**config.mk**
```make
export PLATFORM = sky130hd
export DESIGN_NAME = oven_cook_ctrl
export DESIGN_NICKNAME = d
export VERILOG_FILES = /design/src/rtl/oven_cook_ctrl.sv
export SDC_FILE = /design/constraint.sdc
export NUM_CORES = 1
export LEC_CHECK = 0
export CAP_MARGIN = 20
export CELL_PAD_IN_SITES_DETAIL_PLACEMENT = 1
export CELL_PAD_IN_SITES_GLOBAL_PLACEMENT = 2
export CORE_ASPECT_RATIO = 0.5
export CORE_MARGIN = 2
export CORE_UTILIZATION = 38
export DETAILED_ROUTE_END_ITERATION = 6
export GPL_ROUTABILITY_DRIVEN = 0
export PLACE_DENSITY_LB_ADDON = 0.1
export SYNTH_ARGS = -nofsm -noshare
export SYNTH_HDL_FRONTEND = slang
export SYNTH_SLANG_ARGS = --single-unit
```
**constraint.sdc**
```tcl
create_clock -name clk -period 6.57 [get_ports clk]
set_clock_uncertainty 0.2 [all_clocks]
set_input_delay 0.9855 -clock clk [delete_from_list [all_inputs] [get_ports clk]]
set_output_delay 0.9855 -clock clk [all_outputs]
set_load 0.02 [all_outputs]
```
**src/rtl/oven_cook_ctrl.sv**
```systemverilog
// oven_cook_ctrl: oven front-end sequencer for key entry, preheat, timed cook and done.
// Optional build macro OVEN_CTRL_COOK_ADJUST_EN: inc/dec keys edit remaining time in COOK.
module oven_cook_ctrl #(
  parameter int TEMP_W       = 10,
  parameter int TIME_W       = 12,
  parameter int TEMP_MIN     = 65,
  parameter int TEMP_MAX     = 500,
  parameter int TEMP_DEFAULT = 300,
  parameter int TIME_MAX     = 1800,
  parameter int HYST         = 5,
  parameter int TICK_DIV     = 50000000
) (
  input  logic              clk,
  input  logic              rst_n,
  input  logic              pwr,
  input  logic              key_inc_n,
  input  logic              key_dec_n,
  input  logic [4:0]        step_sel,
  input  logic [TEMP_W-1:0] cur_temp,
  output logic [TEMP_W-1:0] target_temp,
  output logic [TIME_W-1:0] target_time,
  output logic [TIME_W-1:0] remaining_time,
  output logic [2:0]        state,
  output logic              heat,
  output logic              preheated,
  output logic              done
);

  typedef enum logic [2:0] {
    S_OFF      = 3'd0,
    S_SET_TEMP = 3'd1,
    S_SET_TIME = 3'd2,
    S_PREHEAT  = 3'd3,
    S_COOK     = 3'd4,
    S_DONE     = 3'd5
  } state_t;

  localparam int CNT_W = (TICK_DIV > 1) ? $clog2(TICK_DIV) : 1;
  localparam logic [CNT_W-1:0]  CNT_LAST = CNT_W'(TICK_DIV - 1);
  localparam logic [TEMP_W:0]   T_MIN  = (TEMP_W+1)'(TEMP_MIN);
  localparam logic [TEMP_W:0]   T_MAX  = (TEMP_W+1)'(TEMP_MAX);
  localparam logic [TEMP_W:0]   T_HYST = (TEMP_W+1)'(HYST);
  localparam logic [TEMP_W-1:0] T_DEF  = TEMP_W'(TEMP_DEFAULT);
  localparam logic [TIME_W:0]   M_MAX  = (TIME_W+1)'(TIME_MAX);

  state_t st, nxt_st;

  logic [2:0] inc_sr, dec_sr;
  logic       armed;
  logic [CNT_W-1:0] cnt, nxt_cnt;

  logic [TEMP_W-1:0] nxt_temp;
  logic [TIME_W-1:0] nxt_time, nxt_rem;
  logic nxt_heat, nxt_pre, nxt_done;

  logic inc_s, dec_s, inc_fall, dec_fall;
  logic confirm, inc_press, dec_press, tick;

  logic [TEMP_W-1:0] t_step, t_up, t_dn;
  logic [TIME_W-1:0] m_step, m_up, m_dn, rem_adj;
  logic [TEMP_W:0]   t_sum, t_dif;
  logic [TIME_W:0]   m_sum, m_dif;
  logic cur_hot, cur_low;

  assign state = st;

  // key synchronisers; bit 2 is the previous synchronised value for edge detect
  always_ff @(posedge clk or negedge rst_n) begin
    if (!rst_n) begin
      inc_sr <= 3'b111;
      dec_sr <= 3'b111;
    end else begin
      inc_sr <= {inc_sr[1:0], key_inc_n};
      dec_sr <= {dec_sr[1:0], key_dec_n};
    end
  end

  assign inc_s    = inc_sr[1];
  assign dec_s    = dec_sr[1];
  assign inc_fall = inc_sr[2] & ~inc_s;
  assign dec_fall = dec_sr[2] & ~dec_s;
  assign confirm   = armed & ~inc_s & ~dec_s;
  assign inc_press = armed & inc_fall & dec_s;
  assign dec_press = armed & dec_fall & inc_s;
  assign tick      = (cnt == CNT_LAST);

  // re-arm: after a confirm both keys must be released before new input
  always_ff @(posedge clk or negedge rst_n) begin
    if (!rst_n)
      armed <= 1'b1;
    else if (confirm)
      armed <= 1'b0;
    else if (inc_s && dec_s)
      armed <= 1'b1;
  end

  // step size decode; anything not one-hot gives zero
  always_comb begin
    t_step = '0;
    m_step = '0;
    case (step_sel)
      5'b00001: begin t_step = TEMP_W'(5);   m_step = TIME_W'(5);   end
      5'b00010: begin t_step = TEMP_W'(10);  m_step = TIME_W'(10);  end
      5'b00100: begin t_step = TEMP_W'(25);  m_step = TIME_W'(30);  end
      5'b01000: begin t_step = TEMP_W'(50);  m_step = TIME_W'(60);  end
      5'b10000: begin t_step = TEMP_W'(100); m_step = TIME_W'(300); end
      default: ;
    endcase
  end

  assign t_sum = {1'b0, target_temp} + {1'b0, t_step};
  assign t_dif = {1'b0, target_temp} - {1'b0, t_step};
  assign t_up  = (t_sum > T_MAX) ? T_MAX[TEMP_W-1:0] : t_sum[TEMP_W-1:0];
  assign t_dn  = (t_dif[TEMP_W] || t_dif < T_MIN) ?
                 T_MIN[TEMP_W-1:0] : t_dif[TEMP_W-1:0];

  assign m_sum = {1'b0, target_time} + {1'b0, m_step};
  assign m_dif = {1'b0, target_time} - {1'b0, m_step};
  assign m_up  = (m_sum > M_MAX) ? M_MAX[TIME_W-1:0] : m_sum[TIME_W-1:0];
  assign m_dn  = m_dif[TIME_W] ? '0 : m_dif[TIME_W-1:0];

`ifdef OVEN_CTRL_COOK_ADJUST_EN
  logic [TIME_W:0]   r_sum, r_dif;
  logic [TIME_W-1:0] r_up, r_dn;
  assign r_sum = {1'b0, remaining_time} + {1'b0, m_step};
  assign r_dif = {1'b0, remaining_time} - {1'b0, m_step};
  assign r_up  = (r_sum > M_MAX) ? M_MAX[TIME_W-1:0] : r_sum[TIME_W-1:0];
  // a key edit never ends the cook; only a tick can reach zero
  assign r_dn  = (r_dif[TIME_W] || r_dif == '0) ?
                 TIME_W'(1) : r_dif[TIME_W-1:0];
  assign rem_adj = inc_press ? r_up :
                   dec_press ? r_dn : remaining_time;
`else
  assign rem_adj = remaining_time;
`endif

  assign cur_hot = (cur_temp >= target_temp);
  assign cur_low = (({1'b0, cur_temp} + T_HYST) < {1'b0, target_temp});

  // next-state and next-output logic
  always_comb begin
    nxt_st   = st;
    nxt_temp = target_temp;
    nxt_time = target_time;
    nxt_rem  = remaining_time;
    nxt_heat = heat;
    nxt_pre  = preheated;
    nxt_done = 1'b0;
    nxt_cnt  = '0;
    if (!pwr) begin
      nxt_st   = S_OFF;
      nxt_temp = T_DEF;
      nxt_time = '0;
      nxt_rem  = '0;
      nxt_heat = 1'b0;
      nxt_pre  = 1'b0;
    end else begin
      unique case (st)
        S_OFF: begin
          nxt_temp = T_DEF;
          nxt_time = '0;
          nxt_rem  = '0;
          nxt_heat = 1'b0;
          nxt_pre  = 1'b0;
          nxt_st   = S_SET_TEMP;
        end
        S_SET_TEMP: begin
          if (confirm)
            nxt_st = S_SET_TIME;
          else if (inc_press)
            nxt_temp = t_up;
          else if (dec_press)
            nxt_temp = t_dn;
        end
        S_SET_TIME: begin
          if (confirm) begin
            if (target_time != '0)
              nxt_st = S_PREHEAT;
          end else if (inc_press) begin
            nxt_time = m_up;
          end else if (dec_press) begin
            nxt_time = m_dn;
          end
        end
        S_PREHEAT: begin
          nxt_heat = ~cur_hot;
          if (cur_hot) begin
            nxt_pre = 1'b1;
            nxt_rem = target_time;
            nxt_st  = S_COOK;
          end
        end
        S_COOK: begin
          nxt_rem = rem_adj;
          if (cur_low)
            nxt_heat = 1'b1;
          else if (cur_hot)
            nxt_heat = 1'b0;
          if (tick) begin
            nxt_rem = rem_adj - TIME_W'(1);
            if (rem_adj == TIME_W'(1)) begin
              nxt_done = 1'b1;
              nxt_heat = 1'b0;
              nxt_st   = S_DONE;
            end
          end else begin
            nxt_cnt = cnt + CNT_W'(1);
          end
        end
        S_DONE: begin
          nxt_heat = 1'b0;
          if (confirm)
            nxt_st = S_SET_TEMP;
        end
        default: nxt_st = S_OFF;
      endcase
    end
  end

  // state and datapath registers
  always_ff @(posedge clk or negedge rst_n) begin
    if (!rst_n) begin
      st             <= S_OFF;
      target_temp    <= T_DEF;
      target_time    <= '0;
      remaining_time <= '0;
      heat           <= 1'b0;
      preheated      <= 1'b0;
      done           <= 1'b0;
      cnt            <= '0;
    end else begin
      st             <= nxt_st;
      target_temp    <= nxt_temp;
      target_time    <= nxt_time;
      remaining_time <= nxt_rem;
      heat           <= nxt_heat;
      preheated      <= nxt_pre;
      done           <= nxt_done;
      cnt            <= nxt_cnt;
    end
  end

endmodule

```
==> summary.md, run 1 <==
| Metric | Value |
|---|---|
| Status | complete, no violations |
| Mapped Area | about 6300 um^2 |
| Post-CTS Resized | 0 |
| Measured slew at the worst slew-check pin | 1040 ps |
| Largest net degree at the start of global routing | 74 |
| CP Launch Type | input port |
| Yosys warns | 0 |
| Fillers | a little under 2000 |
| Leak Pwr | 3.07 nW |
| Mean post-synth cell area | 8.14 um^2 |
| Critical Path AT | 5050 ps |
| Ys async rst share | 100% |
| Design Power | 1.62 mW |
| Synth Instances | 773 |
| Ys flop type | dfrtp_1 |
| Syn nets | 849 |
| Slew headroom | 30.4% |
| Wl on met1 | 10100 um |
| Period Utilization, post-route | 76.8% |
| CTS sink count | 73 |
| EDFF count, synth | 0 |
| Post-route minimum period | ~5000 ps |
| Worst-Skew Late Latency | 340 ps |
| TritonRoute pass-1 iters | 4 |
| Max VDD drop | roughly 0.13 mV |
| CP Class | in2reg |
| Placed Cells | between 1000 and 1500 |
| Root Buffer | clkbuf_16 |
| Worst-path cell chain | clkdlybuf4s50_1, or3_1, or3b_1, inv_1, nor2_1, inv_1, nor2_1, ha_1, nor2b_1, o311a_1, o21ai_2, mux2_1, o21ai_1, o311ai_4, a31oi_2, o211ai_1 |
| Via count | around 6000 |
| Final Hold Violating Endpoints | 0 |
| Slowest-stage cell, CP | clkdlybuf4s50_1 |
| Final setup viols | 0 |
| Worst min-delay path category | reg2reg |
| Met2 Wirelength | 8940 um |
| Yosys reg bits | 73 |
| Worst EP required | 6580 ps |
| Setup TNS | 0 ps |
| Pwr per Cell Area | 220 nW/um^2 |
| Peak Freq | 198 MHz |
| Max cap viols | 0 |
| CTS Buf Count | 9 |
| Routed len/inst | 18.9 um |
| H-tree Lvls | 3 |
| Residual DRC | 0 |
| WP buf/inv | 3 |
| Top layer in use | met4 |
| Final net count | 885 |
| CP max stage delay | 540 ps |
| Initial antenna violation count | 0 |
| Peak fanout along the critical path | 6 |
| Critical path endpoint category | flip-flop |
| CTS Hold Buffers Added | 0 |
| CORE AREA | 16300 um^2 |
| CTS clk-pin slew, worst paths | 60 ps |
| # Post-CTS Setup Buffers | 0 |
| Initial detailed-routing violation count | roughly 270 |
| Fin cells | 1041 |
| Post-DRT Antenna Nets | 0 |
| Crit-path leading delay family | compound AO/OA/AOI/OAI gates |
| # diodes | 0 |
| Share of cells above drive strength 1 | under 10% |
| Global route total overflow | 0 |
| First-pass GRT wire length | 31500 um |
| TritonCTS clock tree | built |
| Die area | roughly 18000 um^2 |
| # port buffers | just under 60 |
| Unrepaired setup endpoints after global routing | false |
| Die X | 186 um |
| Library cells used by synthesis | 77 |
| Die Span Y | between 90 and 100 um |
| Met3 WL post-DR | 511 um |
| Row count | 33 |
| Final core area utilization | a little under half |
| Wirelength, routed | 19600 um |
| Initial Util | 38.7% |
| Total track usage | 22.9% |
| Vias in the first global route | around 6000 |
| Via density | around 5.7 |
| Post-DP HPWL | between 15000 and 20000 um |
| Longest Clk Path Bufs | 2 |
| I/O Pins | 60 |
| Sequential-to-total area share from yosys stat | 29.3% |
| Synth-to-layout area growth | 16.6% |
| Final Max Slew Viols | 0 |
-- cell usage in the layout (no fill, tap or decap), types with 9 or more instances in the layout --
master / n
o21ai_0: 39
nand2b_1: 9
a21o_1: 10
xor2_1: 18
or3_1: 12
inv_1: 48
o21a_1: 12
nor2_1: 83
and3_1: 10
o21ai_1: 9
o211ai_1: 17
nand2_1: 63
ha_1: 52
nor3_1: 20
dfstp_2: 11
a21oi_1: 46
clkdlybuf4s50_1: 58
dfrtp_1: 62
clkbuf_16: 9
nand4_1: 11
nand3_1: 33
nor4_1: 11
xnor2_1: 31
-- routing by layer --
metal / global-route usage (%) / up-vias
met4: 4.07 / 0
li1: - / 2871
met3: 3.74 / 12
met5: 0 / -
met1: 32.0 / 2999
met2: 37.7 / 84
-- sequential cells by signal, indices dropped and copies added, names as in the netlist --
name            count
inc_sr              3
heat                1
cnt                26
armed               1
preheated           1
dec_sr              3
state               3
target_temp        10
remaining_time     12
target_time        12
done                1
-- worst paths after layout --
| kind | startpoint | end | slack [ps] | cells past startpoint |
|---|---|---|---|---|
| max | step_sel[3] | target_time[6] | 1520 | 16 |
| min in group asynchronous | rst_n | cnt[4] | 540 | 1 |
| max in group asynchronous | rst_n | target_temp[0] | 4950 | 1 |
| min | dec_sr[0] | dec_sr[1] | 150 | 0 |
| min reg2reg | dec_sr[0] | dec_sr[1] | 150 | 0 |
| max reg2reg | target_temp[7] | remaining_time[1] | 3030 | 10 |
-- power breakdown --
part | internal [mW] | switching [mW]
Combinational | 0.202 | 0.351
Sequential | 0.488 | 0.0711
Clock | 0.305 | 0.200
Total | 0.994 | 0.622
-- logic make-up after synthesis --
| logic type | share of synthesized area (%) |
|---|---|
| muxes | 0.657 |
| AOI/OAI and AO/OA | 23.9 |
| and+or+nand+nor | 22.3 |
| adders and majority gates | 11.8 |
| DFF | 29.3 |
| buffers and inverters | 5.25 |
| xor gates and xnor gates | 6.82 |
-- layout make-up --
type                            instances  area [um^2]  area share (%)
Clock buffer                           10          239            3.26
Inverter                               49          184            2.51
Multi-Input combinational cell        615         4120            56.2
Timing Repair Buffer                   61          603            8.22
Clock inverter                          6         65.1           0.887
Sequential cell                        73         1840            25.1
Tap cell                              227          284            3.87
-- through the flow --
step	cell area, um^2	setup WS (ps)	hold slack (ps)
3_3_place_gp	7030	1380	148
4_1_cts	7330	1540	154
6_report	7330	1520	153
5_1_grt	7330	1280	152
3_5_place_dp	7030	1200	147
2_1_floorplan	6290	2040	145
-- synth_stat cells (all sizes together) (8+ instances only) --
| cell type | count | area (um^2) |
|---|---|---|
| nor2 | 83 | 312 |
| nand2 | 63 | 236 |
| dfrtp | 62 | 1550 |
| ha | 52 | 651 |
| inv | 49 | 184 |
| o21ai | 49 | 249 |
| a21oi | 46 | 230 |
| nand3 | 34 | 175 |
| xnor2 | 31 | 272 |
| clkbuf | 26 | 97.6 |
| nor3 | 20 | 100 |
| o211ai | 19 | 153 |
| xor2 | 18 | 158 |
| o21a | 12 | 90.1 |
| or3 | 12 | 75.1 |
| dfstp | 11 | 289 |
| nand4 | 11 | 68.8 |
| nor4 | 11 | 68.8 |
| a21o | 10 | 75.1 |
| and3 | 10 | 62.6 |
| buf | 10 | 48.8 |
| o31ai | 10 | 85.1 |
| nand2b | 9 | 56.3 |
| a22oi | 8 | 60.1 |
No activity file was read; power rests on OpenSTA's default activity.
==> run 2: changes to the inputs <==
- CORE_UTILIZATION: 38 -> 35
- clock period: 6.57 -> 4.7 ns (I/O delays scaled with it)
==> run 2 against run 1 <==
Against the previous run:
- critical path depth grew 1
- sequential cell count is the same
- first-iteration DRC count is 21% higher
- via count increased by 0.91%
- count of clock-buffer cells in the layout up 3
- die area is 8.3% higher
- worst hold slack improved by 4.5 ps
- global-route usage is 1.2 points lower
- combinational power increased by 44%
- largest power group is now combinational cells
==> summary.md, run 2 (same netlist as run 1, synthesis figures left out) <==
| Metric | Value |
|---|---|
| Status | complete, no violations |
| Period Utilization, post-route | between 90% and 100% |
| Pwr per Cell Area | 297 nW/um^2 (+35%) |
| Most frequent cells in the layout | nor2_1 (83), nand2_1 (63), dfrtp_1 (62), clkdlybuf4s50_1 (58), ha_1 (52) |
| Regs by FF count | cnt (26), remaining_time (12), target_time (12) |
| Slew headroom | 29.7% (-0.62 points) |
| CP Class | in2reg |
| Peak fanout along the critical path | 6 (unchanged) |
| Post-DP HPWL | 15300 um (+2.1%) |
| Routed len/inst | 18.5 um (-1.7%) |
| Post-DRT Antenna Nets | 0 (unchanged) |
| Max cap viols | 0 (unchanged) |
| Final setup viols | 0 (unchanged) |
| Setup TNS | 0 ps (unchanged) |
| Largest register FFs | 26 (unchanged) |
| Die Span Y | 98.8 um (+4.0%) |
| Unrepaired setup endpoints after global routing | false |
| Final Max Slew Viols | 0 (unchanged) |
| Worst EP required | 4700 ps (-1880 ps) |
| # port buffers | 59 (unchanged) |
| Worst min-delay path category | reg2reg |
| CORE AREA | 17500 um^2 (+7.5%) |
| Die area | 19100 um^2 (+8.3%) |
| # Post-CTS Setup Buffers | 0 (unchanged) |
| Design Power | 2.25 mW (+39%) |
| First-pass GRT wire length | 33100 um (+5.2%) |
| Leak Pwr | 3.23 nW (+5.2%) |
| Synth-to-layout area growth | 20.6% |
| Longest Clk Path Bufs | 2 (unchanged) |
| Total track usage | 21.7% (-1.2 points) |
| CTS sink count | 73 (unchanged) |
| Commonest non-fill, non-tap cell in the layout | nor2_1 |
| Initial antenna violation count | 0 (unchanged) |
| Share of cells above drive strength 1 | 8.95% (+3.4 points) |
| CTS Buf Count | 9 (unchanged) |
| I/O Pins | 60 (unchanged) |
| CTS clk-pin slew, worst paths | 60 ps (about the same) |
| Final net count | 920 (+4.0%) |
| Residual DRC | 0 (unchanged) |
| Fillers | 2135 (+7.8%) |
| Via density | 5.56 (-3.0%) |
| CTS Hold Buffers Added | 0 (unchanged) |
| CP Launch Type | input port |
| Worst-Skew Late Latency | 340 ps (about the same) |
| Peak Freq | 227 MHz |
| Largest net degree at the start of global routing | 74 (unchanged) |
| # diodes | 0 (unchanged) |
| Top reg by flops | cnt |
| Critical path endpoint category | flip-flop |
| Root Buffer | clkbuf_16 |
| Row count | 34 (+3.0%) |
| Initial detailed-routing violation count | 331 (+21%) |
| Post-CTS Resized | 0 (unchanged) |
| Max VDD drop | 0.182 mV (+42%) |
| Via count | 6020 (+0.91%) |
| H-tree Lvls | 3 (unchanged) |
| TritonRoute pass-1 iters | 4 (unchanged) |
| Die X | 194 um (+4.1%) |
| Final Hold Violating Endpoints | 0 (unchanged) |
| Measured slew at the worst slew-check pin | 1050 ps (+7.66 ps) |
| Critical Path AT | 4410 ps (-640 ps) |
| Initial Util | 36.0% (-2.7 points) |
| Wirelength, routed | 20100 um (+2.2%) |
| Vias in the first global route | 6073 (+2.9%) |
| Post-route minimum period | ~4400 ps |
| Global route total overflow | 0 (unchanged) |
| TritonCTS clock tree | built |
-- run 2: cell count changes in the layout (fill, tap and decap cells not counted), sizes merged --
cell,change
buf,+35
clkbuf,+3
clkinv,-1
clkinvlp,-1
inv,-1
-- run 2: power by group --
group | internal, mW | switching (mW)
Clock | 0.412 | 0.267
Combinational | 0.300 | 0.495
Sequential | 0.682 | 0.0989
-- run 2: final cells by class --
class                   instances  area, um^2  area share (%)
repair buffers                 96         866            11.4
well taps                     234         293            3.86
clock inverters                 3        43.8           0.577
inverters                      49         184            2.42
multi-input cells             615        4120            54.3
flip-flops and latches         73        1840            24.3
clock buffers                  13         240            3.17
-- run 2: worst max-delay path, stage by stage --
cell and delay, ps:
clkdlybuf4s50_1 420, or3_1 390, or3b_1 380, inv_1 90
nor2_1 60, inv_1 80, nor2_1 60, ha_1 360
nor2b_1 300, o311a_1 270, o21ai_2 80, buf_4 140
a21oi_1 170, xnor2_1 210, o311ai_4 160, a31oi_2 380
o211ai_1 150
-- run 2: stage by stage --
stage / hold WS (ps) / area, um^2 / util [%] / worst slack [ps] / cells
after global routing: 169 / 7580 / 43.4 / 84.0 / 1083
after CTS: 163 / 7580 / 43.4 / 305 / 1083
after detailed placement: 147 / 7300 / 41.8 / -55.2 / 1067
after global placement: 152 / 7300 / 41.8 / 85.8 / 1067
after floorplan: 145 / 6290 / - / 454 / 773
final: 158 / 7580 / 43.4 / 299 / 1083
-- run 2: routing by layer --
layer	global-route usage [%]	routed length, um	vias to the layer above
li1	-	-	2941
met1	31.8	10500	2991
met2	34.2	8830	71
met3	2.91	510	17
met4	4.64	204	0
met5	0	0	-
-- run 2: final timing paths --
path / from / end / slack, ps / cells past startpoint
max in group asynchronous: rst_n / target_temp[4] / 3340 / 1
hold / removal: dec_sr[0] / dec_sr[1] / 160 / 0
setup reg to reg: target_time[0] / target_time[7] / 1260 / 11
min in group asynchronous: rst_n / cnt[14] / 310 / 1
hold reg to reg: dec_sr[0] / dec_sr[1] / 160 / 0
setup / recovery: step_sel[1] / target_time[7] / 300 / 17
==> run 3: changes to the inputs <==
- PLACE_DENSITY: not set -> 0.92
- PLACE_DENSITY_LB_ADDON: 0.1 -> not set
==> run 3 against run 2 <==
Against the previous run:
- final cell count decreased by 0.92%
- non-clock buffer count fell by 10
- worst hold slack improved by 4.4 ps
- design area decreased by 0.76%
- via count grew 1.4%
- critical path depth fell by 1
- power up 1.1%
- count of clock-buffer cells in the layout decreased by 4
- highest routed layer unchanged
==> summary.md, run 3 (same netlist as run 1, synthesis figures left out) <==
| Metric | Value |
|---|---|
| Hold Path Cell Cnt | 0 (unchanged) |
| I/O Pins | 60 (unchanged) |
| CP Class | in2reg |
| Most frequent cells in the layout | nor2_1 (83), nand2_1 (63), dfrtp_1 (62), clkdlybuf4s50_1 (58), ha_1 (52) |
| Design Power | 2.28 mW (+1.1%) |
| Pwr per Cell Area | 303 nW/um^2 (+1.9%) |
| Post-DP HPWL | 15000 um (-2.4%) |
| Max VDD drop | 0.135 mV (-26%) |
| Critical Path AT | 4330 ps (-80 ps) |
| Hold wc startpoint | inc_sr[0] |
| Die Span Y | 98.8 um (unchanged) |
| WP buf/inv | 3 (-1) |
| Share of cells above drive strength 1 | 8.34% (-0.61 points) |
| Fillers | 2125 (-0.47%) |
| Vias in the first global route | 6337 (+4.3%) |
| CP max stage delay | 420 ps (about the same) |
| Die area | 19100 um^2 (unchanged) |
| Max cap viols | 0 (unchanged) |
| Worst reg2reg path depth | 10 (-1) |
| Peak fanout along the critical path | 6 (unchanged) |
| Post-DRT Antenna Nets | 0 (unchanged) |
| Initial Util | 36.0% (unchanged) |
| Crit-path leading delay family | compound AO/OA/AOI/OAI gates |
| Final net count | 910 (-1.1%) |
| Largest net degree at the start of global routing | 74 (unchanged) |
| Leak Pwr | 3.18 nW (-1.5%) |
| # diodes | 0 (unchanged) |
| CTS Hold Buffers Added | 0 (unchanged) |
| Slew headroom | 35.9% (+6.2 points) |
| Worst-Skew Late Latency | 340 ps (about the same) |
| Multi-input gate area | 4120 um^2 (unchanged) |
| Row count | 34 (unchanged) |
| Residual DRC | 0 (unchanged) |
| R2R Setup Slk | 1200 ps (-60 ps) |
| Commonest non-fill, non-tap cell in the layout | nor2_1 |
| Via count | 6106 (+1.4%) |
| Synth-to-layout area growth | 19.7% |
| Hold endpoint | inc_sr[1] |
| Critical path endpoint category | flip-flop |
| TritonRoute pass-1 iters | 4 (unchanged) |
| Longest Clk Path Bufs | 2 (unchanged) |
| Regs by FF count | cnt (26), remaining_time (12), target_time (12) |
| Final Max Slew Viols | 0 (unchanged) |
| Worst r2r src | target_time[0] |
| Slowest-stage cell, CP | clkdlybuf4s50_1 |
| Wirelength, routed | 19600 um (-2.2%) |
| Worst EP required | 4700 ps (about the same) |
| Peak Freq | 231 MHz (+1.7%) |
| Root Buffer | clkbuf_16 |
| Measured slew at the worst slew-check pin | 961 ps (-89.1 ps) |
| FF+latch area | 1840 um^2 (unchanged) |
| Status | complete, no violations |
| CTS Buf Count | 9 (unchanged) |
| CP Launch Type | input port |
| Final Hold Violating Endpoints | 0 (unchanged) |
| Final setup viols | 0 (unchanged) |
| Top layer in use | met4 |
| Met3 WL post-DR | 837 um (+64%) |
| Setup TNS | 0 ps (unchanged) |
| Final core area utilization | 43.1% (-0.33 points) |
| # port buffers | 59 (unchanged) |
| RR Endpoint | target_time[7] |
| CORE AREA | 17500 um^2 (unchanged) |
| Routed len/inst | 18.3 um (-1.3%) |
| Top reg by flops | cnt |
| Largest register FFs | 26 (unchanged) |
| Global route total overflow | 0 (unchanged) |
| Post-CTS Resized | 0 (unchanged) |
| Total track usage | 21.3% (-0.37 points) |
| Die X | 194 um (unchanged) |
| # Post-CTS Setup Buffers | 0 (unchanged) |
| Via density | 5.69 (+2.4%) |
| CTS clk-pin slew, worst paths | 60 ps (about the same) |
| Wl on met1 | 9200 um (-13%) |
| Period Utilization, post-route | 92.0% (-1.6 points) |
| H-tree Lvls | 3 (unchanged) |
| Post-route minimum period | 4330 ps (-74.8 ps) |
| Initial antenna violation count | 0 (unchanged) |
| Met2 Wirelength | 9340 um (+5.7%) |
| First-pass GRT wire length | 33100 um (-0.17%) |
| Initial detailed-routing violation count | 253 (-24%) |
| Unrepaired setup endpoints after global routing | false |
| TritonCTS clock tree | built |
| Worst-path cell chain | clkdlybuf4s50_1, or3_1, or3b_1, inv_1, nor2_1, inv_1, nor2_1, ha_1, nor2b_1, o311a_1, o21ai_2, mux2_1, o21ai_1, o311ai_4, a31oi_2, o211ai_1 |
| Worst min-delay path category | reg2reg |
| CTS sink count | 73 (unchanged) |
==> run 3: cell types whose count changed in the layout (fill, tap and decap cells not counted), sizes merged <==
cell	delta
buf	-10
clkbuf	-4
inv	+2
clkinvlp	+2
==> run 3: worst reg2reg max path, cell delays in order (launching register included) <==
cell      delay (ps)
dfrtp_1          480
ha_1             310
fa_1             430
nor2b_1          200
o311a_1          350
o21ai_2          170
mux2_1           350
o21ai_1          210
o311ai_4         120
a31oi_2          400
o211ai_1         160
==> run 3: area by class of cell <==
type / count / share of cell area (%)
Clock buffer: 9 / 2.99
Clock inverter: 7 / 1.01
Inverter: 49 / 2.44
Multi-Input combinational cell: 615 / 54.7
Sequential cell: 73 / 24.5
Tap cell: 234 / 3.89
Timing Repair Buffer: 86 / 10.5
==> run 3: routing by layer <==
layer	up-vias	track usage (%)
li1	2917	-
met1	3057	28.4
met2	110	36.7
met3	22	3.18
met4	0	5.28
met5	-	0
==> run 3: worst max path at each step <==
stage	cells past startpoint	slack [ps]	startpoint	end
floorplan	16	450	step_sel[3]	target_time[6]
global placement	16	180	step_sel[1]	target_time[7]
detailed placement	16	40	step_sel[1]	target_time[7]
CTS	16	390	step_sel[1]	target_time[7]
global route	16	170	step_sel[1]	target_time[7]
finish	16	370	step_sel[1]	target_time[7]
==> run 3: through the flow <==
| stage | setup slack [ps] | hold slack, ps | cell area (um^2) | std cells |
|---|---|---|---|---|
| CTS | 393 | 160 | 7530 | 1073 |
| global placement | 184 | 149 | 7230 | 1057 |
| finish | 374 | 162 | 7530 | 1073 |
| detailed placement | 44.5 | 147 | 7230 | 1057 |
| global route | 166 | 161 | 7530 | 1073 |
| floorplan | 454 | 145 | 6290 | 773 |
==> run 3: power by group <==
part | switching (mW) | leakage (nW) | internal [mW]
registers | 0.0984 | 0.976 | 0.682
clock network | 0.291 | 0.142 | 0.415
logic | 0.492 | 2.06 | 0.302
